File: config.mk
export PLATFORM = sky130hd
export DESIGN_NAME = ibex_fp_regfile_sb
export DESIGN_NICKNAME = d
export VERILOG_FILES = /design/src/rtl/ibex_fp_rf_pkg.sv /design/src/rtl/ibex_fp_rf_scoreboard.sv /design/src/rtl/ibex_fp_regfile_sb.sv
export SDC_FILE = /design/constraint.sdc
export NUM_CORES = 2
export LEC_CHECK = 0
export CAP_MARGIN = 10
export CELL_PAD_IN_SITES_DETAIL_PLACEMENT = 0
export CELL_PAD_IN_SITES_GLOBAL_PLACEMENT = 1
export CORE_MARGIN = 10
export CORE_UTILIZATION = 45
export DETAILED_ROUTE_END_ITERATION = 8
export GPL_ROUTABILITY_DRIVEN = 0
export MAX_ROUTING_LAYER = met4
export PLACE_DENSITY = 0.73
export SLEW_MARGIN = 20
export SYNTH_ARGS = -nofsm -noshare
export SYNTH_HDL_FRONTEND = slang
export SYNTH_SLANG_ARGS = --single-unit
File: constraint.sdc
create_clock -name clk_i -period 3.4 [get_ports clk_i]
set_input_delay 0.68 -clock clk_i [delete_from_list [all_inputs] [get_ports clk_i]]
set_output_delay 0.68 -clock clk_i [all_outputs]
set_load 0.05 [all_outputs]
File: src/rtl/ibex_fp_rf_pkg.sv
// Shared types and helpers for the FP register file.
// Used by ibex_fp_regfile_sb and ibex_fp_rf_scoreboard.
package ibex_fp_rf_pkg;

  typedef logic [4:0] fp_raddr_t;

  localparam int NUM_FP_REGS = 32;

  function automatic logic [63:0] nanbox(
    input logic [63:0] d,
    input logic        single
  );
    return single ? {32'hFFFF_FFFF, d[31:0]} : d;
  endfunction

endpackage

File: src/rtl/ibex_fp_rf_scoreboard.sv
// Pending-write scoreboard for the FP register file.
// An alloc to a free register marks it pending; an effective write clears it.
module ibex_fp_rf_scoreboard
  import ibex_fp_rf_pkg::*;
(
  input  logic                   clk_i,
  input  logic                   rst_i,
  input  logic                   alloc_valid_i,
  input  fp_raddr_t              alloc_addr_i,
  input  logic [NUM_FP_REGS-1:0] clr_i,
  output logic [NUM_FP_REGS-1:0] pending_o,
  output logic                   alloc_ready_o
);

  logic [NUM_FP_REGS-1:0] r_pending;
  logic [NUM_FP_REGS-1:0] w_pending_d;
  logic                   w_alloc_fire;

  assign alloc_ready_o = ~r_pending[alloc_addr_i];
  assign w_alloc_fire  = alloc_valid_i & alloc_ready_o;
  assign pending_o     = r_pending;

  // Alloc beats a same-cycle clear of the same register.
  always_comb begin
    w_pending_d = r_pending & ~clr_i;
    if (w_alloc_fire) begin
      w_pending_d[alloc_addr_i] = 1'b1;
    end
  end

  always_ff @(posedge clk_i) begin
    if (rst_i) begin
      r_pending <= '0;
    end else begin
      r_pending <= w_pending_d;
    end
  end

endmodule

File: src/rtl/ibex_fp_regfile_sb.sv
// FP register file with pending scoreboard and FS dirty tracking.
// Optional FP_RF_WR_BYPASS_EN forwards same-cycle write data to reads.
module ibex_fp_regfile_sb
  import ibex_fp_rf_pkg::*;
#(
  parameter int DataWidth = 32,
  parameter int NumRead   = 3,
  parameter int NumWrite  = 2
) (
  input  logic                               clk_i,
  input  logic                               rst_i,
  input  logic [NumRead-1:0][4:0]            raddr_i,
  output logic [NumRead-1:0][DataWidth-1:0]  rdata_o,
  output logic [NumRead-1:0]                 rvalid_o,
  input  logic                               alloc_valid_i,
  input  logic [4:0]                         alloc_addr_i,
  output logic                               alloc_ready_o,
  input  logic [NumWrite-1:0]                we_i,
  input  logic [NumWrite-1:0][4:0]           waddr_i,
  input  logic [NumWrite-1:0][DataWidth-1:0] wdata_i,
  input  logic [NumWrite-1:0]                wsingle_i,
  input  logic                               fs_clean_i,
  output logic                               fs_dirty_o,
  output logic                               wcollide_o
);

  logic [DataWidth-1:0]   r_regs [NUM_FP_REGS];
  logic                   r_fs_dirty;
  logic [NUM_FP_REGS-1:0] w_reg_we;
  logic [DataWidth-1:0]   w_reg_wd [NUM_FP_REGS];
  logic [NUM_FP_REGS-1:0] w_pending;
  logic [63:0]            w_ext;
  logic [63:0]            w_box;

  // Walk ports high to low so the lowest index lands last and wins.
  always_comb begin
    w_reg_we = '0;
    w_ext    = '0;
    w_box    = '0;
    for (int i = 0; i < NUM_FP_REGS; i++) begin
      w_reg_wd[i] = '0;
    end
    for (int p = NumWrite - 1; p >= 0; p--) begin
      if (we_i[p]) begin
        w_ext = '0;
        w_ext[DataWidth-1:0] = wdata_i[p];
        w_box = nanbox(w_ext, wsingle_i[p] && (DataWidth == 64));
        w_reg_we[waddr_i[p]] = 1'b1;
        w_reg_wd[waddr_i[p]] = w_box[DataWidth-1:0];
      end
    end
  end

  always_comb begin
    wcollide_o = 1'b0;
    for (int p = 1; p < NumWrite; p++) begin
      for (int q = 0; q < p; q++) begin
        if (we_i[p] && we_i[q] && (waddr_i[p] == waddr_i[q])) begin
          wcollide_o = 1'b1;
        end
      end
    end
  end

  always_ff @(posedge clk_i) begin
    if (rst_i) begin
      for (int i = 0; i < NUM_FP_REGS; i++) begin
        r_regs[i] <= '0;
      end
    end else begin
      for (int i = 0; i < NUM_FP_REGS; i++) begin
        if (w_reg_we[i]) begin
          r_regs[i] <= w_reg_wd[i];
        end
      end
    end
  end

  always_ff @(posedge clk_i) begin
    if (rst_i) begin
      r_fs_dirty <= 1'b0;
    end else if (|w_reg_we) begin
      r_fs_dirty <= 1'b1;
    end else if (fs_clean_i) begin
      r_fs_dirty <= 1'b0;
    end
  end

  assign fs_dirty_o = r_fs_dirty;

  ibex_fp_rf_scoreboard u_sb (
    .clk_i         (clk_i),
    .rst_i         (rst_i),
    .alloc_valid_i (alloc_valid_i),
    .alloc_addr_i  (alloc_addr_i),
    .clr_i         (w_reg_we),
    .pending_o     (w_pending),
    .alloc_ready_o (alloc_ready_o)
  );

  always_comb begin
    for (int k = 0; k < NumRead; k++) begin
      rdata_o[k]  = r_regs[raddr_i[k]];
      rvalid_o[k] = ~w_pending[raddr_i[k]];
`ifdef FP_RF_WR_BYPASS_EN
      if (w_reg_we[raddr_i[k]]) begin
        rdata_o[k]  = w_reg_wd[raddr_i[k]];
        rvalid_o[k] = 1'b1;
      end
`endif
    end
  end

endmodule

==> impl_metrics.ini <==
[floorplan]
io_pins = 204
start_util_pct = 45.4
num_rows = 146
core_area_sq_um = 159000
die_y_um = 420
die_w_um = 420
die_area_sq_um = 176000

[worst_setup_path]
path_cells = buf_16, clkbuf_16, buf_6, buf_6, mux4_2, mux4_2, mux2_4, buf_8
worst-path-max-fanout = 7
path_class = primary input to output port
cp.arrival_ns = 2.92
cp_data_required_time_ns = 2.72
crit_family = multiplexers
cp_slowest_cell = mux4_2
path_buf_inv = 5
cp-start-kind = primary input
endpoint_kind = output port
max_stage_delay_ns = 0.54

[routing]
drtIter0Drc = 13653
drt-total-wl_mm = 349
dr.max_layer_used = met4
met2_length_mm = 147
wl_met3_mm = 61.9
ant_nets = 0
wl_per_cell_um = 43.7
dr.pass1.iters = 7
met1_length_mm = 109
via_per_inst = 7.80
drc = 0
vias = 62178

[clock_tree]
tritoncts = yes
cts.reportedPaths.clkPinSlew_ns = 0.06
insertion_delay_ns = 0.78
htreeDepth = 3
ctsHoldBuffers = 0
cts_buffers = 121
clock_path_buffers = 3
clockRootBuffer = clkbuf_16
numClockSinks = 1057

[sta]
worst_slack_ns = -0.201
grt_setup_unrepaired = yes
maxSlewViolCount = 0
tightest_slew_ns = 0.940
finalCritPeriodShare_pct = 106
setup-violations-final = 87
fin_hold_ws_ns = 0.420
min_period_ns = 3.60
clock.fmax_ghz = 0.278
clock_skew_ns = 0.00280
slew_headroom_pct = 37.3
hold_violations = 0

[yosys]
synth_area_leaders = edfxtp_1 43%, mux4_2 31%, a22oi_1 7.9%
synth_ff_type = edfxtp_1
syn-cell-area_sq_um = 72000
yosysSeqAreaShare_pct = 43.6
yosysWarningCount = 0
synth_nets = 5667
ys_ff_latch = 1057
synth_top_area_share_pct = 42.7
synth.avg_cell_area_sq_um = 12.9
ys_types = 54
synth_cells = 5565
yosys.area.top_type = edfxtp_1
synth_edf_count = 1024
async_reset_ff_share_pct = 0

[grt]
grt_pass1_wl_mm = 471
track_usage_pct = 39.6
antenna_found_initial = 13
grt_pass1_vias = 59246
grt_overflow_total = 0
grt_max_degree = 136

[run_status]
status = finished, violations left
violations = setup timing

[pwr]
p_comb_share_pct = 23.2
p_leak_uw = 0.0290
clkPwrFrac_pct = 36.1
intPower_uw = 27100
power.switching_uw = 11500
seq_power_share_pct = 40.7
vdd.ir_drop.worst_v = 0.000488
switching_share_pct = 29.8
power.density_nw_per_um2 = 443

[placed_design]
dp.cells = 7646
placed_cell_area_sq_um = 80300
hpwl_mm = 210
pre_cts_ws_ns = -0.306
io_buffers = 201

[finish]
num-fill-cells = 12667
finish.utilization_pct = 54.9
design_area_sq_um = 87200
drive_gt1_share_pct = 36.6
synthToLayoutAreaGrowth_pct = 21.1
instances_no_fill = 7969
num-nets-final = 5874

[job]
cap_viol_max_count = 0

[worst_hold_path]
worstHoldPathType = primary input to register
cell usage after synthesis, types with 37 or more instances:
master,n
edfxtp_1,1024
buf_2,80
a22oi_1,761
clkbuf_1,574
nor2_1,810
buf_1,37
nor3_1,38
a21oi_1,267
buf_4,50
mux4_2,998
mux2_2,96
nand2_1,552
cells by family after synthesis:
logic type      count (synthesis)  synth area share (%)
flops                        1057                  43.6
simple gates                 1523                  8.51
compound gates               1085                  10.3
mux                          1103                  32.8
xor+xnor                        2                0.0243
buf+inv                       795                  4.73
path summary, 6_finish.rpt:
| kind | start | to | slack (ns) | depth (start not counted) |
|---|---|---|---|---|
| max | raddr_i[5] | rdata_o[48] | -0.20 | 8 |
| min | rst_i | r_regs[22][17]$_SDFFCE_PP0P_ | 0.42 | 2 |
| max reg2reg | u_sb.pending_o[27]$_SDFF_PP0_ | u_sb.pending_o[5]$_SDFF_PP0_ | 1.42 | 6 |
| min reg2reg | u_sb.pending_o[0]$_SDFF_PP0_ | u_sb.pending_o[0]$_SDFF_PP0_ | 0.52 | 2 |
registers in the layout, indices dropped and copies added, names as in the netlist:
signal / cells
fs_dirty_o: 1
r_regs: 1024
u_sb.pending_o: 32
cells in the final DEF (no fill, tap or decap), drive strengths merged, types with 4 or more instances in the layout:
cell type / instances
nand3: 20
nor2b: 4
buf: 747
nor3: 46
or2: 10
a21oi: 267
clkinv: 50
nand2b: 19
bufinv: 17
nor2: 811
diode: 20
clkdlybuf4s50: 78
nor4: 4
nand4b: 5
dfxtp: 33
mux2: 96
or3: 34
nand4: 5
a22oi: 761
nand2: 552
edfxtp: 1024
clkinvlp: 8
inv: 39
mux2i: 9
mux4: 998
o21ai: 36
clkbuf: 164
nor3b: 4
metal layers:
metal	up-vias	track usage, %
li1	22752	-
met1	30735	46.7
met2	6984	54.3
met3	1707	16.3
met4	0	28.5
met5	-	-
timing repair:
| action | CTS | global route |
|---|---|---|
| resized for setup | 278 | 78 |
| setup endpoints to repair | 101 | 97 |
| buffers inserted | 34 | 15 |
| gates cloned | 24 | 15 |
| pin swaps | 2 | 2 |
final cells by class:
type                    instances  area [sq um]  share of cell area [%]
clock inverters                78           887                    1.02
multi-input cells            3713         38000                    43.6
repair buffers                843         10900                    12.5
diodes                         20          50.0                  0.0574
clock buffers                 150          3230                    3.70
well taps                    2072          2590                    2.97
inverters                      36           135                   0.155
flip-flops and latches       1057         31400                    36.0
per-stage QoR:
stage / power, uW / setup TNS [ns]
finish: 38600 / -6.99
global route: 39200 / -6.99
CTS: 38200 / -4.95
detailed placement: 23900 / -15.46
global placement: 23800 / -13.09
floorplan: 20600 / -0.155
power groups by stage:
stage                     clock [uW]  sequential [uW]  combinational, uW
after floorplan                    0            15700               4900
after global placement             0            15800               7920
after detailed placement           0            15900               7980
after CTS                      13900            15700               8580
after global routing           14400            15800               9030
final                          13900            15700               8940
Power figures use the tool's default switching activity.
